$ cat config.mk
export PLATFORM = sky130hd
export DESIGN_NAME = deserializer_word_aligner
export DESIGN_NICKNAME = d
export VERILOG_FILES = /design/src/rtl/deserializer_word_aligner.sv
export SDC_FILE = /design/constraint.sdc
export NUM_CORES = 1
export LEC_CHECK = 0
export ABC_AREA = 1
export BUFFER_PORTS_ARGS = -buffer_cell sky130_fd_sc_hd__buf_2
export CAP_MARGIN = 40
export CORE_MARGIN = 10
export CORE_UTILIZATION = 45
export CTS_BUF_LIST = sky130_fd_sc_hd__clkbuf_4 sky130_fd_sc_hd__clkbuf_8
export DETAILED_ROUTE_END_ITERATION = 10
export PLACE_DENSITY = 0.68
export SYNTH_ARGS = -nofsm -noshare
export SYNTH_HDL_FRONTEND = slang
export SYNTH_SLANG_ARGS = --single-unit
$ cat constraint.sdc
create_clock -name clk_in -period 1.2 [get_ports clk_in]
set_input_delay 0.24 -clock clk_in [delete_from_list [all_inputs] [get_ports clk_in]]
set_output_delay 0.24 -clock clk_in [all_outputs]
set_load 0.05 [all_outputs]
$ cat src/rtl/deserializer_word_aligner.sv
// rtl/deserializer_word_aligner.sv - serial-to-parallel receiver with bitslip / pattern word alignment
//
// Purpose:
//   Shifts in one bit per enabled clk_in edge (MSB first) and emits WIDTH-bit
//   words. The word boundary is moved either manually (bitslip rising edge,
//   LOCKED only) or found automatically by hunting for ALIGN_PATTERN
//   (AUTO_ALIGN=1). channel_bond_sync_in is re-timed onto word boundaries.
//
// Ports:
//   clk_in                 in   clock, rising edge
//   reset                  in   asynchronous active-low reset
//   data_in                in   serial data bit
//   enable                 in   1 = sample and advance, 0 = freeze (data_valid forced 0)
//   bitslip                in   manual slip request, rising-edge detected
//   realign                in   LOCKED -> HUNT pulse (AUTO_ALIGN=1 only)
//   channel_bond_sync_in   in   sync flag captured at each word boundary
//   data_out               out  last completed word, first bit in MSB
//   data_valid             out  one-cycle pulse when data_out updates
//   aligned                out  1 while LOCKED
//   channel_bond_sync_out  out  sync flag captured at the last word boundary

module deserializer_word_aligner #(
  parameter int unsigned       WIDTH         = 4,
  parameter bit                AUTO_ALIGN    = 1'b0,
  parameter logic [WIDTH-1:0]  ALIGN_PATTERN = {1'b1, {(WIDTH-1){1'b0}}}
) (
  input  logic             clk_in,
  input  logic             reset,
  input  logic             data_in,
  input  logic             enable,
  input  logic             bitslip,
  input  logic             realign,
  input  logic             channel_bond_sync_in,
  output logic [WIDTH-1:0] data_out,
  output logic             data_valid,
  output logic             aligned,
  output logic             channel_bond_sync_out
);

  // Wide enough for both the bit counter (0..WIDTH-1) and the saturating fill counter (0..WIDTH).
  localparam int unsigned CW = $clog2(WIDTH + 1);

  typedef enum logic {
    ST_HUNT   = 1'b0,
    ST_LOCKED = 1'b1
  } state_e;

  state_e           state_q;
  logic [WIDTH-2:0] shreg_q;
  logic [CW-1:0]    cnt_q;
  logic [CW-1:0]    fill_q;
  logic [WIDTH-1:0] data_out_q;
  logic             data_valid_q;
  logic             aligned_q;
  logic             cbs_q;
  logic             bitslip_q;

  logic [WIDTH-1:0] cand_d;
  logic             slip_d;

  // The word that would be complete if this edge were a boundary.
  assign cand_d = {shreg_q, data_in};
  assign slip_d = bitslip & ~bitslip_q;

  always_ff @(posedge clk_in or negedge reset) begin
    if (!reset) begin
      state_q      <= AUTO_ALIGN ? ST_HUNT : ST_LOCKED;
      shreg_q      <= '0;
      cnt_q        <= '0;
      fill_q       <= '0;
      data_out_q   <= '0;
      data_valid_q <= 1'b0;
      aligned_q    <= 1'b0;
      cbs_q        <= 1'b0;
      bitslip_q    <= 1'b0;
    end else begin
      data_valid_q <= 1'b0;
      // Manual-only builds are locked by construction; report it from the first edge.
      if (!AUTO_ALIGN) begin
        aligned_q <= 1'b1;
      end
      if (enable) begin
        shreg_q   <= cand_d[WIDTH-2:0];
        bitslip_q <= bitslip;
        case (state_q)
          ST_HUNT: begin
            if (fill_q != CW'(WIDTH)) begin
              fill_q <= fill_q + 1'b1;
            end
            // fill_q counts earlier samples; with this bit the candidate holds WIDTH real samples.
            if ((fill_q >= CW'(WIDTH - 1)) && (cand_d == ALIGN_PATTERN)) begin
              data_out_q   <= ALIGN_PATTERN;
              data_valid_q <= 1'b1;
              cnt_q        <= '0;
              aligned_q    <= 1'b1;
              state_q      <= ST_LOCKED;
            end
          end
          ST_LOCKED: begin
            if (AUTO_ALIGN && realign) begin
              // Any word finishing on this edge is dropped.
              state_q   <= ST_HUNT;
              fill_q    <= '0;
              cnt_q     <= '0;
              aligned_q <= 1'b0;
            end else if (!slip_d) begin
              if (cnt_q == CW'(WIDTH - 1)) begin
                data_out_q   <= cand_d;
                data_valid_q <= 1'b1;
                cbs_q        <= channel_bond_sync_in;
                cnt_q        <= '0;
              end else begin
                cnt_q <= cnt_q + 1'b1;
              end
            end
            // A slip holds cnt_q for one sample, pushing the boundary one bit later.
          end
          default: begin
            state_q <= AUTO_ALIGN ? ST_HUNT : ST_LOCKED;
          end
        endcase
      end
    end
  end

  assign data_out              = data_out_q;
  assign data_valid            = data_valid_q;
  assign aligned               = aligned_q;
  assign channel_bond_sync_out = cbs_q;

endmodule

# After elaboration in Yosys (flattened, before gate mapping)
# Cells that the tools add are included.
[totals]
n_memories = 0
mem_bits_ro = 0
latch_bits = 0
output_inout_bits = 7
in_bits = 7
ramBits = 0
elab_cells = 41
reg_bits = 18
[classes]
div_mod_pow = 0
reduce_logical = 5
n_addsub = 2
bitwise_logic = 4
order_cmp = 1
n_shift = 0
n_eq_ne = 6
mux = 14
n_mul = 0
[ops]
columns = ["op", "count"]
rows = [
  ["$mux 4", 3],
  ["$mux 3", 3],
  ["$pmux 4 s2", 1],
  ["$reduce_and 4->1", 2],
  ["$add 3x1->3 const B", 2],
  ["$pmux 3 s2", 1],
  ["$reduce_and 3->1", 2],
  ["$mux 1", 5],
  ["$eq 4x4->1 const B", 1],
  ["$ne 2x2->1 const B", 2],
  ["$eq 3x2->1 const B", 1],
  ["$ge 3x2->1 const B", 1],
  ["$ne 3x3->1 const B", 1],
  ["$not 1->1", 3],
  ["$ne 2x1->1 const B", 1],
  ["$pmux 1 s2", 1],
  ["$and 1x1->1", 1],
  ["$logic_and 1x1->1", 1],
]

# Longest topological paths before layout
# Gate-level depths: netlist of run 1.
[depth]
word_depth = 5
mapped_depth = 8
depth_no_buf = 8

# Worst setup path after synthesis of run 1
# No wires, ideal clock.
[synth_path]
path_type = "reg-to-reg"
from = "register fill_q[0]"
to = "register cnt_q[2]"
setup_time_ns = 0.117
arrival_time_ns = 1.177
n_path_buf = 0
path_slack_ns = -0.094
required_ns = 1.083
synth_period_minus_slack_ns = 1.294
path_stages_with_launch = 9
path_cell_list = "dfrtp_1 ha_1 ha_1 nor2_1 nand2_1 nand3_4 nand2_2 nand2_1 nand2_1"
[synth_between]
elab_chain_len = 4
[synth_lines]
columns = ["item", "line", "text"]
rows = [
  ["start: declaration", "51", "logic [CW-1:0] fill_q;"],
  ["start signal: assignment", "88", "fill_q <= fill_q + 1'b1;"],
  ["$ge 3x2->1", "91", "if ((fill_q >= CW'(WIDTH - 1)) && (cand_d == ALIGN_PATTERN)) begin"],
  ["$logic_and 1x1->1", "91", ""],
  ["$ne 2x2->1 (no line)", "n/a", ""],
  ["$reduce_and 3->1 (no line)", "n/a", ""],
  ["end signal: assignment", "113", "cnt_q <= cnt_q + 1'b1;"],
  ["end: declaration", "50", "logic [CW-1:0] cnt_q;"],
]
# Every way passes these cells.
# A chain may end at the register's enable or synchronous reset.

# Worst setup path in the final report of run 1
[layout_path]
from = "register fill_q[0]"
to = "register cnt_q[0]"
# Same word-level chain as after synthesis.

==> reports/results.tsv, run 1 <==
stage	metric	value	unit
clock_tree	Clock Tree Buf Depth	2	
final_layout	fin nets	135	
global_routing	busiest metal layer after global routing	met2	
logic_synthesis	Yosys top cell by area	dfrtp_1	
drt	first-pass iteration count of the detailed router	4	
logic_synthesis	synthesized area per cell	8.85	µm²
logic_synthesis	distinct cell type count after synthesis	21	
drt	WL/cell	11.7	µm
placed_design	HPWL Detailed	1240	µm
run_status	failing checks	setup timing	
logic_synthesis	Post-Syn Area	858	µm²
global_routing	Total GRT Usage	9.22	%
setup_path	CP required	1.39	ns
drt	vias	691	
sta	RSZ-0062 raised after global routing	yes	
clock_tree	H-tree levels	1	
sta	Final WS setup	-0.133	ns
drt	drc violations	0	
die	IO Count	14	
setup_path	Arr. time, crit path	1.53	ns
setup_path	worst r2r path cells	8	
drt	DRT antenna net count	0	
run	maxcap violations	0	
sta	endpoints failing setup	11	
die	DIE HEIGHT	63.7	µm
drt	WL final	1740	µm
setup_path	R2R Setup Slk	-0.13	ns
sta	min Tclk post-route	1.33	ns
global_routing	initial antenna violation count	0	
logic_synthesis	ranking of synthesized cells by area	dfrtp_1 50%, nand2_1 11%, ha_1 5.8%	
clock_tree	TritonCTS clock tree	yes	
placed_design	Buffers on Ports	12	
die	Die Span X	63.7	µm
setup_path	nature of the critical path startpoint	flop	
sta	period utilization	111	%
power_and_ir_drop	power per cell area	1710	nW/µm²
setup_path	reg2reg start	fill_q[0]$_DFFE_PN0P_	
final_layout	post-route insts no fill	148	
min_path	hold_sp	bitslip	
clock_tree	total CTS buffers	3	
final_layout	share of cells above drive strength 1	38.2	%
placed_design	GP Congestion	0.817	
logic_synthesis	syn_nets	108	
drt	DRT iter0 DRCs	6	
run_status	status	finished, violations left	
sta	Slew Limit Fails	0	
die	Initial Util	48.7	%
setup_path	CP Class	flop to flop	
setup_path	CP max stage delay	0.40	ns
global_routing	largest net degree at the start of global routing	19	
logic_synthesis	synth warn	0	
power_and_ir_drop	Tot Pwr	0.00191	W
logic_synthesis	Synth Register Bits	18	
global_routing	grt ovf	0	
global_routing	first-pass GRT wire length	3090	µm
power_and_ir_drop	Max IR drop VDD	928	µV
clock_tree	Clk pin slew, worst setup/hold paths	0.10	ns
global_routing	routing usage on met3	5.12	%
global_routing	number of global-route vias before repair	716	
die	row cnt	15	
die	core footprint	1760	µm²
logic_synthesis	Mapped Cells	97	
setup_path	largest fanout on the critical path	5	
logic_synthesis	top cell type's share of synthesized area	49.6	%
min_path	hold endpoint	bitslip_q$_DFFE_PN0P_	
global_routing	met2 Use GR	15.2	%
final_layout	area overhead of the layout relative to synthesis	30.2	%
setup_path	Setup crit end kind	flop	
clock_tree	clk sink count	18	
setup_path	CP most frequent cell	nand2_1	
global_routing	global routing usage on met1	9.82	%
sta	fmax	750	MHz
power_and_ir_drop	Leakage Power	0.600	nW
drt	Via density	4.67	
logic_synthesis	Seq/Total Area, Yosys	52.6	%
sta	worst clock skew	0.00446	ns
min_path	Hold Path Class	input pin to flop	
clock_tree	clk root buf	clkbuf_4	
clock_tree	Clk Latency, worst-skew pair	0.29	ns
setup_path	CP Cell Sequence	ha_2 > ha_4 > nor2_4 > nand2_4 > nand3_4 > nand2_2 > nand2_1 > nand2_1	
die	die area	4050	µm²
placed_design	cell count after placement	140	
final_layout	diodes inserted	0	
setup_path	Crit-path slowest cell	dfrtp_1	
min_path	Cells on Worst Hold Path	3	
setup_path	reg2reg end	cnt_q[0]$_DFFE_PN0P_	
sta	Final Hold Fails	0	
[logic make-up (layout without fill, tap and decap cells)]
family          count (synthesis)  count (layout)  synth area share (%)
compound gates                  7               7                  4.08
xor+xnor                        1               1                  1.02
fa+ha+maj                       4               4                  5.83
buf+inv                        14              39                  6.27
flops                          18              18                  52.6
other cells                     1               1                 0.437
simple gates                   52              53                  29.7
[cell usage after synthesis]
cell,count
o21ai_1,2
dfstp_2,1
nand2_2,4
nor2_1,5
xor2_1,1
conb_1,1
o21ai_0,4
inv_2,1
nand3_1,9
nand2_1,26
inv_1,12
dfrtp_1,17
buf_2,1
nand3_4,1
nand3_2,1
nor2_2,1
nor3_1,1
nand4_1,3
a21oi_1,1
nor2_4,1
ha_1,4
[metrics by stage]
stage          area (µm²)  hold WS (ns)  util [%]  TNS (ns)  setup WS [ns]
3_5_place_dp         1000         0.190      56.8     -1.00         -0.192
4_1_cts              1080         0.149      61.4    -0.779         -0.148
3_3_place_gp         1000         0.187      56.8    -0.600         -0.136
5_1_grt              1120         0.171      63.3     -1.78         -0.209
6_report             1120         0.155      63.3    -0.839         -0.133
2_1_floorplan         863       -0.0556         -    -0.303        -0.0836
[flip-flops by register name, indices dropped and copies added (netlist names)]
register / count
fill_q: 3
state_q: 1
channel_bond_sync_out: 1
bitslip_q: 1
cnt_q: 3
aligned: 1
data_out: 4
data_valid: 1
shreg_q: 3
[critical path: cells and delay by family (launching register included)]
family | cells | cell delay (ns)
fa+ha+maj | 2 | 0.36
flops | 1 | 0.40
simple gates | 6 | 0.48
[per-layer routing]
| layer | up-vias | wire length [µm] |
|---|---|---|
| li1 | 361 | - |
| met2 | 15 | 833 |
| met4 | 0 | 12 |
| met1 | 313 | 739 |
| met3 | 2 | 149 |
| met5 | - | 0 |
[layout by cell type (no fill, tap or decap), types with 2 or more instances in the layout]
cell,instances
buf_4,9
nor2_2,3
nor2_1,2
inv_1,10
nand2_2,5
buf_2,11
nand4_1,3
o21ai_0,4
nand3_2,2
dfrtp_1,17
inv_2,2
nor2_4,2
clkbuf_4,4
nand2_1,24
nand3_1,9
ha_2,2
o21ai_1,2
[worst max path at each step]
stage | startpoint | cells after the start | end
floorplan | fill_q[0]$_DFFE_PN0P_ | 8 | cnt_q[0]$_DFFE_PN0P_
finish | fill_q[0]$_DFFE_PN0P_ | 8 | cnt_q[0]$_DFFE_PN0P_
global route | fill_q[0]$_DFFE_PN0P_ | 8 | cnt_q[2]$_DFFE_PN0P_
CTS | fill_q[1]$_DFFE_PN0P_ | 8 | cnt_q[0]$_DFFE_PN0P_
detailed placement | fill_q[0]$_DFFE_PN0P_ | 8 | cnt_q[0]$_DFFE_PN0P_
global placement | fill_q[0]$_DFFE_PN0P_ | 8 | cnt_q[1]$_DFFE_PN0P_
[cell type report]
| cell class | count | area (µm²) |
|---|---|---|
| clock buffer | 4 | 36.3 |
| fill | 157 | 647 |
| inverter | 13 | 51.3 |
| multi-input combinational | 66 | 407 |
| sequential | 18 | 452 |
| tap | 25 | 31.3 |
| timing repair buffer | 22 | 140 |
[what timing repair did]
item	in CTS	in global routing
hold endpoints to repair	17	0
cloned	1	0
setup endpoints to repair	10	14
pin swaps	5	4
hold buffers	1	0
buffers inserted	0	2
resized for setup	5	9
[report_power, final]
group | switching (W) | internal, W
registers | 0.0000607 | 0.000731
logic | 0.000523 | 0.000224
clock network | 0.000186 | 0.000185
No activity file was read; power rests on OpenSTA's default activity.
==> run 2: changes to the inputs <==
- REMOVE_ABC_BUFFERS: default -> 1
==> run 2 against run 1 <==
The flow still finishes with violations (setup timing). Register-to-register slack lost 0.03 ns. First-iteration DRC count grew to 2.7 times the previous value. Sequential share of layout area fell by 1.9 points. Sequential power rose by 0.6%. Combinational power is 2% higher. Maximum frequency fell by 2.2%. Critical path depth unchanged. Cell count is 1.4% higher. Clock power rose by 2%. Clock-buffer cell count is the same. Largest cell class unchanged.
==> reports/results.tsv, run 2 (same netlist as run 1, synthesis figures left out) <==
stage	metric	value	unit
power_and_ir_drop	Tot Pwr	0.00194	W
drt	first-pass iteration count of the detailed router	4	
power_and_ir_drop	sequential share of power	41.1	%
setup_path	Setup crit end kind	flop	
min_path	Hold Path Class	input pin to flop	
clock_tree	clk sink count	18	
power_and_ir_drop	Clk pwr share	19.5	%
power_and_ir_drop	Net Switching	0.000789	W
die	Initial Util	48.7	%
die	DIE HEIGHT	63.7	µm
power_and_ir_drop	combinational power share	39.4	%
placed_design	pre-CTS setup slack	-0.220	ns
setup_path	Crit-path slowest cell	dfrtp_1	
clock_tree	Clk pin slew, worst setup/hold paths	0.10	ns
final_layout	Fillers	160	
drt	WL final	1890	µm
power_and_ir_drop	Leakage Power	0.616	nW
drt	WL/cell	12.6	µm
sta	Final Hold Fails	0	
final_layout	diodes inserted	0	
drt	drc violations	0	
placed_design	Buffers on Ports	12	
sta	RSZ-0062 raised after global routing	yes	
setup_path	CP Class	flop to flop	
global_routing	number of global-route vias before repair	659	
sta	period utilization	114	%
clock_tree	H-tree levels	1	
die	Die Span X	63.7	µm
final_layout	Reg area	452	µm²
clock_tree	clk root buf	clkbuf_4	
power_and_ir_drop	switching share of power	40.6	%
sta	hold_ws	0.153	ns
clock_tree	TritonCTS clock tree	yes	
drt	vias	703	
placed_design	cell count after placement	141	
setup_path	Crit path buffers/inverters	0	
sta	endpoints failing setup	12	
clock_tree	Clk Latency, worst-skew pair	0.30	ns
final_layout	fin nets	137	
placed_design	HPWL Detailed	1260	µm
setup_path	Arr. time, crit path	1.56	ns
global_routing	initial antenna violation count	0	
power_and_ir_drop	Max IR drop VDD	958	µV
global_routing	first-pass GRT wire length	3000	µm
setup_path	nature of the critical path startpoint	flop	
die	core footprint	1760	µm²
setup_path	CP top delay family	simple AND/OR/NAND/NOR gates	
sta	Final WS setup	-0.162	ns
sta	Slew Limit Fails	0	
global_routing	grt ovf	0	
drt	Via density	4.69	
setup_path	CP Cell Sequence	ha_2 > ha_4 > nor2_4 > nand2_4 > nand3_4 > nand2_4 > nand2_2 > nand2_2	
die	row cnt	15	
final_layout	commonest non-fill, non-tap cell in the layout	nand2_1	
global_routing	Total GRT Usage	9.36	%
power_and_ir_drop	Internal Power	0.00115	W
final_layout	share of cells above drive strength 1	41.6	%
clock_tree	Clock Tree Buf Depth	2	
final_layout	post-route insts no fill	150	
drt	DRT antenna net count	0	
final_layout	area overhead of the layout relative to synthesis	36.4	%
sta	worst clock skew	0.00125	ns
sta	min Tclk post-route	1.36	ns
run_status	status	finished, violations left	
final_layout	area of the multi-input gates	434	µm²
power_and_ir_drop	power per cell area	1660	nW/µm²
run	maxcap violations	0	
clock_tree	total CTS buffers	3	
setup_path	largest fanout on the critical path	5	
final_layout	max reg flops	4	
run_status	failing checks	setup timing	
final_layout	most frequent cells in the layout	21 x nand2_1, 17 x dfrtp_1, 11 x inv_1, 10 x buf_4	
die	die area	4050	µm²
setup_path	CP required	1.40	ns
sta	fmax	734	MHz
setup_path	CP max stage delay	0.42	ns
die	IO Count	14	
placed_design	GP Congestion	0.799	
global_routing	largest net degree at the start of global routing	19	
drt	DRT iter0 DRCs	16	
==> run 2: cell types whose count changed in the layout (fill, tap and decap cells not counted), sizes merged <==
cell,delta
buf,-1
clkbuf,+3
==> run 2: through the flow <==
stage | TNS, ns | utilization [%] | area, µm²
after floorplan | -0.454 | - | 853
after global placement | -0.860 | 57.0 | 1000
after detailed placement | -1.30 | 57.0 | 1000
after CTS | -1.09 | 62.3 | 1100
after global routing | -1.86 | 66.4 | 1170
final | -1.00 | 66.4 | 1170
==> run 2: power groups by stage <==
stage | logic, W | clock network, W | registers [W]
2_1_floorplan | 0.000227 | 0 | 0.00110
3_3_place_gp | 0.000706 | 0 | 0.000800
3_5_place_dp | 0.000717 | 0 | 0.000806
4_1_cts | 0.000722 | 0.000391 | 0.000795
5_1_grt | 0.000842 | 0.000421 | 0.000811
6_report | 0.000765 | 0.000379 | 0.000797
==> run 2: per-layer routing <==
metal  up-vias  global-route usage (%)  part of all wire (%)
met5         -                       0                     0
met4         0                    6.56                   2.9
met3         4                    3.53                   5.9
met2        16                    14.4                    46
met1       318                    10.3                    45
li1        365                       -                     -
==> run 2: what timing repair did <==
action	in CTS	in global routing
buffers inserted	1	2
cloned	1	0
gates resized for setup	7	18
hold buffers	1	0
endpoints found under the hold margin	17	0
setup endpoints to repair	10	17
pin swaps	6	7
==> run 2: worst reg2reg max path: cells and delay by family (launching register included) <==
kind / cells / cell delay, ns
AND/OR/NAND/NOR: 6 / 0.48
flip-flops: 1 / 0.42
adder cells (fa/ha/maj): 2 / 0.36
==> run 2: area by class of cell <==
cell class,count,share of cell area (%)
well taps,25,2.67
flip-flops and latches,18,38.6
repair buffers,24,14.2
clock buffers,4,3.10
inverters,13,4.38
multi-input cells,66,37.1
==> run 2: worst paths after layout <==
kind / from / end / slack (ns) / cells past startpoint
worst max register to register: fill_q[0]$_DFFE_PN0P_ / cnt_q[0]$_DFFE_PN0P_ / -0.16 / 8
max in group asynchronous: reset / state_q$_DFFE_PN1P_ / 0.48 / 2
worst min register to register: channel_bond_sync_out$_DFFE_PN0P_ / channel_bond_sync_out$_DFFE_PN0P_ / 0.50 / 2
min in group asynchronous: reset / data_out[2]$_DFFE_PN0P_ / 0.39 / 2
worst max-delay path: fill_q[0]$_DFFE_PN0P_ / cnt_q[0]$_DFFE_PN0P_ / -0.16 / 8
worst min-delay path: bitslip / bitslip_q$_DFFE_PN0P_ / 0.15 / 3
